<file path="config.mk">
export PLATFORM = sky130hd
export DESIGN_NAME = pid_core
export DESIGN_NICKNAME = d
export VERILOG_FILES = /design/src/rtl/pid_core.sv
export SDC_FILE = /design/constraint.sdc
export NUM_CORES = 1
export LEC_CHECK = 0
export BUFFER_PORTS_ARGS = -buffer_cell sky130_fd_sc_hd__buf_2
export CAP_MARGIN = 25
export CORE_MARGIN = 2
export CORE_UTILIZATION = 55
export CTS_CLUSTER_DIAMETER = 30
export DETAILED_ROUTE_END_ITERATION = 10
export GPL_ROUTABILITY_DRIVEN = 0
export PLACE_DENSITY_LB_ADDON = 0.3
export SETUP_SLACK_MARGIN = 0.2
export SLEW_MARGIN = 10
export SYNTH_ARGS = -nofsm -noshare
export SYNTH_HDL_FRONTEND = slang
export SYNTH_SLANG_ARGS = --single-unit
</file>
<file path="constraint.sdc">
create_clock -name clk_in -period 11.1 [get_ports clk_in]
set_input_delay 0.555 -clock clk_in [delete_from_list [all_inputs] [get_ports clk_in]]
set_output_delay 0.555 -clock clk_in [all_outputs]
set_load 0.02 [all_outputs]
</file>
<file path="src/rtl/pid_core.sv">
// pid_core: fixed-point PID compute stage.
//
// On each accepted sample strobe the gains (signed Q7.8) and the
// setpoint/feedback pair are latched, then a small FSM walks through
// error/integrator/derivative update, three multiply-accumulate steps on a
// single shared multiplier, and a final shift-and-saturate to a 16-bit
// signed control output.
//
// Ports:
//   clk_in        in   1   system clock (sole domain)
//   reset         in   1   synchronous, active-high reset
//   kp, ki, kd    in  16   signed Q7.8 gains
//   setpoint      in  16   signed target value
//   feedback      in  16   signed measured value
//   sample_valid  in   1   one-cycle request to compute a new output
//   clear_integ   in   1   zero integrator and previous error (IDLE only)
//   u             out 16   signed control output, held between updates
//   u_valid       out  1   one-cycle pulse when u updates
//   busy          out  1   high while a computation is in flight
module pid_core #(
    parameter int FRAC      = 8,
    parameter int INTEG_LIM = 8192
) (
    input  logic        clk_in,
    input  logic        reset,
    input  logic [15:0] kp,
    input  logic [15:0] ki,
    input  logic [15:0] kd,
    input  logic [15:0] setpoint,
    input  logic [15:0] feedback,
    input  logic        sample_valid,
    input  logic        clear_integ,
    output logic [15:0] u,
    output logic        u_valid,
    output logic        busy
);

    typedef enum logic [2:0] {
        ST_IDLE  = 3'd0,
        ST_ERR   = 3'd1,
        ST_MUL_P = 3'd2,
        ST_MUL_I = 3'd3,
        ST_MUL_D = 3'd4,
        ST_OUT   = 3'd5
    } state_t;

    localparam logic signed [16:0] S17_MAX = 17'sh07FFF;
    localparam logic signed [16:0] S17_MIN = 17'sh18000;
    localparam logic signed [33:0] S34_MAX = 34'sh0_0000_7FFF;
    localparam logic signed [33:0] S34_MIN = 34'sh3_FFFF_8000;
    localparam logic signed [16:0] LIM_POS = 17'(INTEG_LIM);
    localparam logic signed [16:0] LIM_NEG = -LIM_POS;

    // Saturate a 17-bit signed value to the 16-bit signed range.
    function automatic logic signed [15:0] sat17(input logic signed [16:0] v);
        logic signed [15:0] r;
        if (v > S17_MAX) begin
            r = 16'sh7FFF;
        end else if (v < S17_MIN) begin
            r = 16'sh8000;
        end else begin
            r = v[15:0];
        end
        return r;
    endfunction

    // Saturate a 34-bit signed value to the 16-bit signed range.
    function automatic logic signed [15:0] sat34(input logic signed [33:0] v);
        logic signed [15:0] r;
        if (v > S34_MAX) begin
            r = 16'sh7FFF;
        end else if (v < S34_MIN) begin
            r = 16'sh8000;
        end else begin
            r = v[15:0];
        end
        return r;
    endfunction

    // Clamp a 17-bit integrator sum to +/-INTEG_LIM; result fits 16 bits.
    function automatic logic signed [15:0] clamp_integ(input logic signed [16:0] v);
        logic signed [16:0] r;
        if (v > LIM_POS) begin
            r = LIM_POS;
        end else if (v < LIM_NEG) begin
            r = LIM_NEG;
        end else begin
            r = v;
        end
        return r[15:0];
    endfunction

    state_t             state_r;
    logic signed [15:0] kp_r;
    logic signed [15:0] ki_r;
    logic signed [15:0] kd_r;
    logic signed [15:0] sp_r;
    logic signed [15:0] fb_r;
    logic signed [15:0] e_r;
    logic signed [15:0] e_prev_r;
    logic signed [15:0] integ_r;
    logic signed [15:0] d_r;
    logic signed [33:0] acc_r;
    logic [15:0]        u_r;
    logic               u_valid_r;
    logic               busy_r;

    logic signed [16:0] diff_s;
    logic signed [15:0] e_s;
    logic signed [16:0] integ_sum_s;
    logic signed [15:0] integ_next_s;
    logic signed [16:0] d_diff_s;
    logic signed [15:0] d_s;
    logic signed [15:0] mul_a_s;
    logic signed [15:0] mul_b_s;
    logic signed [31:0] prod_s;
    logic signed [33:0] prod_ext_s;
    logic signed [33:0] acc_shift_s;
    logic signed [15:0] u_sat_s;

    // Error, integrator and derivative terms; all widened to 17 bits so the
    // subtraction/addition cannot wrap before saturation.
    always_comb begin
        diff_s       = $signed({sp_r[15], sp_r}) - $signed({fb_r[15], fb_r});
        e_s          = sat17(diff_s);
        integ_sum_s  = $signed({integ_r[15], integ_r}) + $signed({e_s[15], e_s});
        integ_next_s = clamp_integ(integ_sum_s);
        d_diff_s     = $signed({e_s[15], e_s}) - $signed({e_prev_r[15], e_prev_r});
        d_s          = sat17(d_diff_s);
    end

    // Operand select for the single shared multiplier, keyed by MAC step.
    always_comb begin
        mul_a_s = kp_r;
        mul_b_s = e_r;
        case (state_r)
            ST_MUL_I: begin
                mul_a_s = ki_r;
                mul_b_s = integ_r;
            end
            ST_MUL_D: begin
                mul_a_s = kd_r;
                mul_b_s = d_r;
            end
            default: begin
                mul_a_s = kp_r;
                mul_b_s = e_r;
            end
        endcase
    end

    // Shared multiplier and output scaling (arithmetic shift floors toward -inf).
    always_comb begin
        prod_s      = mul_a_s * mul_b_s;
        prod_ext_s  = {{2{prod_s[31]}}, prod_s};
        acc_shift_s = acc_r >>> FRAC;
        u_sat_s     = sat34(acc_shift_s);
    end

    // Sequencing FSM with all state and outputs registered; reset aborts any
    // computation in flight without producing a result.
    always_ff @(posedge clk_in) begin
        if (reset) begin
            state_r   <= ST_IDLE;
            kp_r      <= 16'sd0;
            ki_r      <= 16'sd0;
            kd_r      <= 16'sd0;
            sp_r      <= 16'sd0;
            fb_r      <= 16'sd0;
            e_r       <= 16'sd0;
            e_prev_r  <= 16'sd0;
            integ_r   <= 16'sd0;
            d_r       <= 16'sd0;
            acc_r     <= 34'sd0;
            u_r       <= 16'd0;
            u_valid_r <= 1'b0;
            busy_r    <= 1'b0;
        end else begin
            u_valid_r <= 1'b0;
            case (state_r)
                ST_IDLE: begin
                    // Clear lands before the ERR step of a coincident sample,
                    // so that sample starts from zero history.
                    if (clear_integ) begin
                        integ_r  <= 16'sd0;
                        e_prev_r <= 16'sd0;
                    end
                    if (sample_valid) begin
                        kp_r    <= $signed(kp);
                        ki_r    <= $signed(ki);
                        kd_r    <= $signed(kd);
                        sp_r    <= $signed(setpoint);
                        fb_r    <= $signed(feedback);
                        state_r <= ST_ERR;
                        busy_r  <= 1'b1;
                    end
                end
                ST_ERR: begin
                    e_r      <= e_s;
                    integ_r  <= integ_next_s;
                    d_r      <= d_s;
                    e_prev_r <= e_s;
                    state_r  <= ST_MUL_P;
                end
                ST_MUL_P: begin
                    acc_r   <= prod_ext_s;
                    state_r <= ST_MUL_I;
                end
                ST_MUL_I: begin
                    acc_r   <= acc_r + prod_ext_s;
                    state_r <= ST_MUL_D;
                end
                ST_MUL_D: begin
                    acc_r   <= acc_r + prod_ext_s;
                    state_r <= ST_OUT;
                end
                ST_OUT: begin
                    u_r       <= u_sat_s;
                    u_valid_r <= 1'b1;
                    state_r   <= ST_IDLE;
                    busy_r    <= 1'b0;
                end
                default: begin
                    state_r <= ST_IDLE;
                    busy_r  <= 1'b0;
                end
            endcase
        end
    end

    assign u       = u_r;
    assign u_valid = u_valid_r;
    assign busy    = busy_r;

endmodule

</file>
==> flow_summary.toml, run 1 <==
[clock_network]
numClockSinks = 199
hold_buffers = 0
cts_setup_buffers = 0
clock-root-buffer = "clkbuf_16"
clk_latency_ns = 0.47
cts_max_level = 4
cts_buffers = 17
ctsResizeCount = 0
cts_tree = "yes"
clkTransAtPathRegs_ns = 0.08
cts_max_path_buffers = 2

[worst_setup_path]
end_kind = "flop"
worstSetupStartpointType = "flop"
cp_data_required_time_ns = 11.41
crit_fanout = 49
critPathMaxStageDelay_ns = 0.59
path_class = "flop to flop"
arrival_ns = 10.53
crit_path_top_delay_cell = "fa_1"
critPathMostFrequentCell = "fa_1"

[global_route]
grt.overflow.total = 0
antenna_found_initial = 0
grt_start_max_net_pins = 93
grt_pass1_wl_mm = 97.27
grt_pass1_vias = 19340
grt_usage_pct = 29.55

[timing]
final-setup-viol-count = 0
final.setup_skew_ns = 0.01562
period_share_pct = 92.02
tightest_slew_ns = 1.108
finalMaxSlewViolations = 0
min_period_ns = 10.21
rsz0062_at_grt = "false"
max_freq_mhz = 97.90
finalHoldViolCount = 0
max-slew-margin-rel_pct = 25.37
timing.setup.tns_ns = 0
fin_ws_ns = 0.8853

[job]
timing.max_cap.violations = 0

[cells_and_area]
layout-drive-gt1-share_pct = 7.248
antennaDiodeCount = 0
finalNonFillerCells = 3291
area_delta_synth_final_pct = 7.572
fin_nets = 3275

[logic_synthesis]
synth_seq_cells = 199
synthCells = 2722
synth_area_per_cell_sq_um = 8.006
ys_async_sr_fraction_pct = 0
synthesis.nets = 3236
ys.flop_type = "dfxtp_1"
yosysUniqueCellTypes = 73
yosys_warnings = 0
synth-edff-count = 0
syn_area_sq_um = 21790
ys_seq_area_share_pct = 18.28

[floorplanning]
rows = 72
chipWidth_microns = 203.1
fp.dieH_microns = 203.1
coreArea_sq_um = 38920
ioPinCount = 102
die-area_sq_um = 41230
initial_core_util_pct = 56.00

[placement]
post-place-ws_ns = 0.6563
place_hpwl_mm = 46.59
io_buffers = 101
dp_cells = 3259

[power_and_ir_drop]
p_leak_uw = 0.01136
finalPower_uw = 4074
ir_drop_mv = 0.1204
p_per_area_nw_per_um2 = 173.8

[drt]
wl_per_cell_microns = 17.75
drt_first_pass_iters = 8
vias = 19220
finalWirelength_mm = 58.42
vias_per_cell = 5.840
drt_iter0_drc = 1628
drc = 0
ant_nets = 0

[status]
outcome = "completed"

[hold_path]
hp-class = "primary input to flop"
==> metrics by stage <==
| step | utilization, % | area, sq um | hold WS, ns |
|---|---|---|---|
| final | 60.24 | 23440 | 0.3157 |
| after floorplan | - | 21790 | 0.4249 |
| after CTS | 60.17 | 23420 | 0.2983 |
| after detailed placement | 58.58 | 22800 | 0.4416 |
| after global placement | 58.52 | 22770 | 0.4326 |
| after global routing | 60.24 | 23440 | 0.3076 |
==> metal layers <==
layer	track usage [%]	vias to the layer above	wire (microns)
met2	46.33	800	26130
met4	11.00	0	2102
met1	40.79	9297	25500
met3	5.554	152	4690
met5	0	-	0
li1	-	8971	-
==> synth_stat cells, types with 20 or more instances <==
master    instances  area (sq um)
ha_1            164          2052
inv_1           390          1464
a22o_1           24         210.2
nand2b_1         26         162.7
o21a_1           20         150.1
a211oi_1         31         232.7
xor2_1           33         289.0
clkbuf_1        110         412.9
a21o_1           77         578.1
nor3_1           32         160.2
xnor2_1          58         508.0
nand2_1         442          1659
o21ai_0          90         450.4
dfxtp_1         199          3984
a21oi_1         274          1371
nor2_1          228         855.8
fa_1            266          5325
==> final timing paths <==
check,cells after the start,slack (ns),from,to
worst max-delay path,33,0.89,state_r[0],acc_r[33]
worst min-delay path,3,0.32,setpoint[14],sp_r[14]
worst max register to register,33,0.89,state_r[0],acc_r[33]
worst min register to register,2,0.45,u[4],u[4]
==> placed cells by master, fill, tap and decap left out, types with 12 or more instances in the layout <==
cell type	count
buf_4	38
nand2b_1	26
clkbuf_16	17
and2_1	13
dfxtp_1	199
a21oi_1	271
xor2_1	33
fa_1	266
buf_2	100
xnor2_1	58
a21o_1	77
nor2_1	227
nand3_1	14
a31oi_1	12
nand4_1	13
nor3_1	32
o21ai_0	89
nor4_1	12
a22o_1	24
o21a_1	20
nand2_1	442
ha_1	164
inv_1	390
a211oi_1	31
nor2b_1	12
==> registers in the layout (all words and copies together), names as in the netlist, 16 cells and up <==
register	count
acc_r	34
d_r	16
e_prev_r	16
e_r	16
fb_r	16
integ_r	16
kd_r	16
ki_r	16
kp_r	16
sp_r	16
u	16
==> critical path, delay by kind of cell (launching register included) <==
kind	cells	cell delay (ns)
compound gates	13	3.48
xor+xnor	1	0.20
fa+ha+maj	8	3.82
buf+inv	4	0.52
flops	1	0.44
simple gates	7	1.55
==> layout make-up <==
cell class,instances,area [sq um]
Tap cell,518,648.1
Clock inverter,13,191.4
Multi-Input combinational cell,2013,15920
Clock buffer,18,429.2
Timing Repair Buffer,140,808.3
Fill cell,3500,15470
Sequential cell,199,3984
Inverter,390,1464
==> cells by family after synthesis <==
| family | synth area share (%) |
|---|---|
| flops | 18.28 |
| simple gates | 16.67 |
| xor+xnor | 3.657 |
| fa+ha+maj | 33.94 |
| mux | 0.4593 |
| buf+inv | 8.841 |
| compound gates | 18.15 |
==> report_power, final <==
group	internal, uW	total [uW]	switching, uW
logic	945	2520	1580
registers	802	873	70.9
clock network	379	679	300
Power figures use the tool's default switching activity.
==> inputs of run 2 (changes only) <==
--- a/config.mk
+++ b/config.mk
@@ -8,7 +8,7 @@
 export BUFFER_PORTS_ARGS = -buffer_cell sky130_fd_sc_hd__buf_2
 export CAP_MARGIN = 25
 export CORE_MARGIN = 2
-export CORE_UTILIZATION = 55
+export CORE_UTILIZATION = 34
 export CTS_CLUSTER_DIAMETER = 30
 export DETAILED_ROUTE_END_ITERATION = 10
 export GPL_ROUTABILITY_DRIVEN = 0
==> flow_summary.toml, run 2 (synthesis gave the netlist of run 1 again) <==
[timing]
finalMaxSlewViolations = 0
fin_hold_ws_ns = 0.2950
period_share_pct = 91.51
rsz0062_at_grt = "false"
min_period_ns = 10.16
timing.setup.tns_ns = 0
tightest_slew_ns = 0.9504
final.setup_skew_ns = 0.01660
max-slew-margin-rel_pct = 36.57
finalHoldViolCount = 0
max_freq_mhz = 98.45
final-setup-viol-count = 0

[power_and_ir_drop]
ir_drop_mv = 0.1323
p_per_area_nw_per_um2 = 170.4
p_leak_uw = 0.01141

[cells_and_area]
fin_nets = 3287
antennaDiodeCount = 0
multi_input_area_sq_um = 15910
area_delta_synth_final_pct = 9.720
layout-drive-gt1-share_pct = 7.609
regArea_sq_um = 3984
final_common_cell = "nand2_1"
largest_reg_flops = 34
final_cell_mix = "nand2_1, inv_1, a21oi_1"
fillCellCount = 6593
fin_area_sq_um = 23910
top_register = "acc_r"
final_util_pct = 37.84

[clock_network]
clk_latency_ns = 0.50
clkTransAtPathRegs_ns = 0.08
cts_tree = "yes"
cts_max_level = 4
cts_buffers = 17
cts_max_path_buffers = 2
clock-root-buffer = "clkbuf_16"
numClockSinks = 199
hold_buffers = 0

[worst_setup_path]
crit_fanout = 22
ff2ff_setup_slack_ns = 0.94
critPathMostFrequentCell = "fa_1"
end_kind = "flop"
worstRegToRegCells = 35
arrival_ns = 10.51
cp_data_required_time_ns = 11.45
path_class = "flop to flop"
critPathMaxStageDelay_ns = 0.59
reg2reg_from = "state_r[0]"
reg2reg_to = "acc_r[33]"
worstSetupStartpointType = "flop"
crit_path_top_delay_cell = "dfxtp_1"

[global_route]
grt.overflow.total = 0
busiest_layer = "met2"
grt_pass1_wl_mm = 103.9
grtUsageMet2_pct = 30.07
grt_pass1_vias = 18300
met3_usage_pct = 3.714
antenna_found_initial = 1
grt_usage_pct = 20.06
grt_use_met1_pct = 29.28
grt_start_max_net_pins = 82

[drt]
vias = 18520
wl_per_cell_microns = 17.67
ant_nets = 0
finalWirelength_mm = 64.19
drt_first_pass_iters = 5
vias_per_cell = 5.098
drt_iter0_drc = 1372
drc = 0

[floorplanning]
chipWidth_microns = 257.2
ioPinCount = 102
rows = 92
die-area_sq_um = 66140
coreArea_sq_um = 63200
initial_core_util_pct = 34.49
fp.dieH_microns = 257.2

[placement]
io_buffers = 101
place_hpwl_mm = 50.70
placed_area_sq_um = 23300

[hold_path]
hold_start = "ki[3]"
holdPathStages = 3
holdPathEnd = "ki_r[3]"
hp-class = "primary input to flop"

[job]
timing.max_cap.violations = 0

[status]
outcome = "completed"
[run 2: changes by cell type in the layout (fill, tap and decap cells not counted), moves of 2 or more]
cell        before  now
buf_4           38   50
bufinv_16        4    1
clkinvlp_4       2    0
inv_8            1    5
buf_12           0    2
[run 2: worst max-delay path by stage]
stage / to / slack [ns] / depth (start not counted) / startpoint
6_report: acc_r[33] / 0.94 / 35 / state_r[0]
5_1_grt: acc_r[33] / 0.23 / 36 / state_r[0]
4_1_cts: acc_r[33] / 0.49 / 35 / state_r[0]
3_5_place_dp: acc_r[33] / 0.59 / 35 / state_r[0]
3_3_place_gp: acc_r[33] / 0.64 / 35 / state_r[0]
2_1_floorplan: acc_r[33] / 1.72 / 37 / state_r[1]
[run 2: final cells by class]
| cell class | count | area share (%) |
|---|---|---|
| sequential | 199 | 16.66 |
| clock buffer | 19 | 1.852 |
| timing repair buffer | 152 | 3.830 |
| multi-input combinational | 2013 | 66.54 |
| tap | 846 | 4.427 |
| inverter | 390 | 6.122 |
| clock inverter | 13 | 0.5704 |
[run 2: worst max-delay path, delay by kind of cell, from the launching register on]
family / cells / cell delay, ns
fa+ha+maj: 8 / 3.81
simple gates: 7 / 1.26
buf+inv: 5 / 0.67
compound gates: 14 / 3.49
flops: 1 / 0.59
xor+xnor: 1 / 0.18
[run 2: per-stage QoR]
step	total power, uW	worst slack [ns]	cells
3_5_place_dp	3403	0.5926	3598
2_1_floorplan	2725	1.721	2722
6_report	4075	0.9422	3632
4_1_cts	4072	0.4944	3630
3_3_place_gp	3409	0.6386	3598
5_1_grt	4436	0.2262	3632
[run 2: metal layers]
layer | part of all wire [%] | vias up
met3 | 6.4 | 70
li1 | - | 8996
met4 | 2.1 | 2
met2 | 43 | 530
met1 | 49 | 8918
met5 | 0.062 | -
[run 2: power breakdown]
| group | internal [uW] | switching [uW] |
|---|---|---|
| Combinational | 950 | 1600 |
| Clock | 323 | 321 |
| Sequential | 802 | 78.8 |
| Total | 2070 | 2000 |
[run 2: timing repair]
| action | in CTS | in global routing |
|---|---|---|
| gates resized for setup | 0 | 3 |
| buffers inserted | 0 | 2 |
| endpoints found under the setup margin | 0 | 5 |
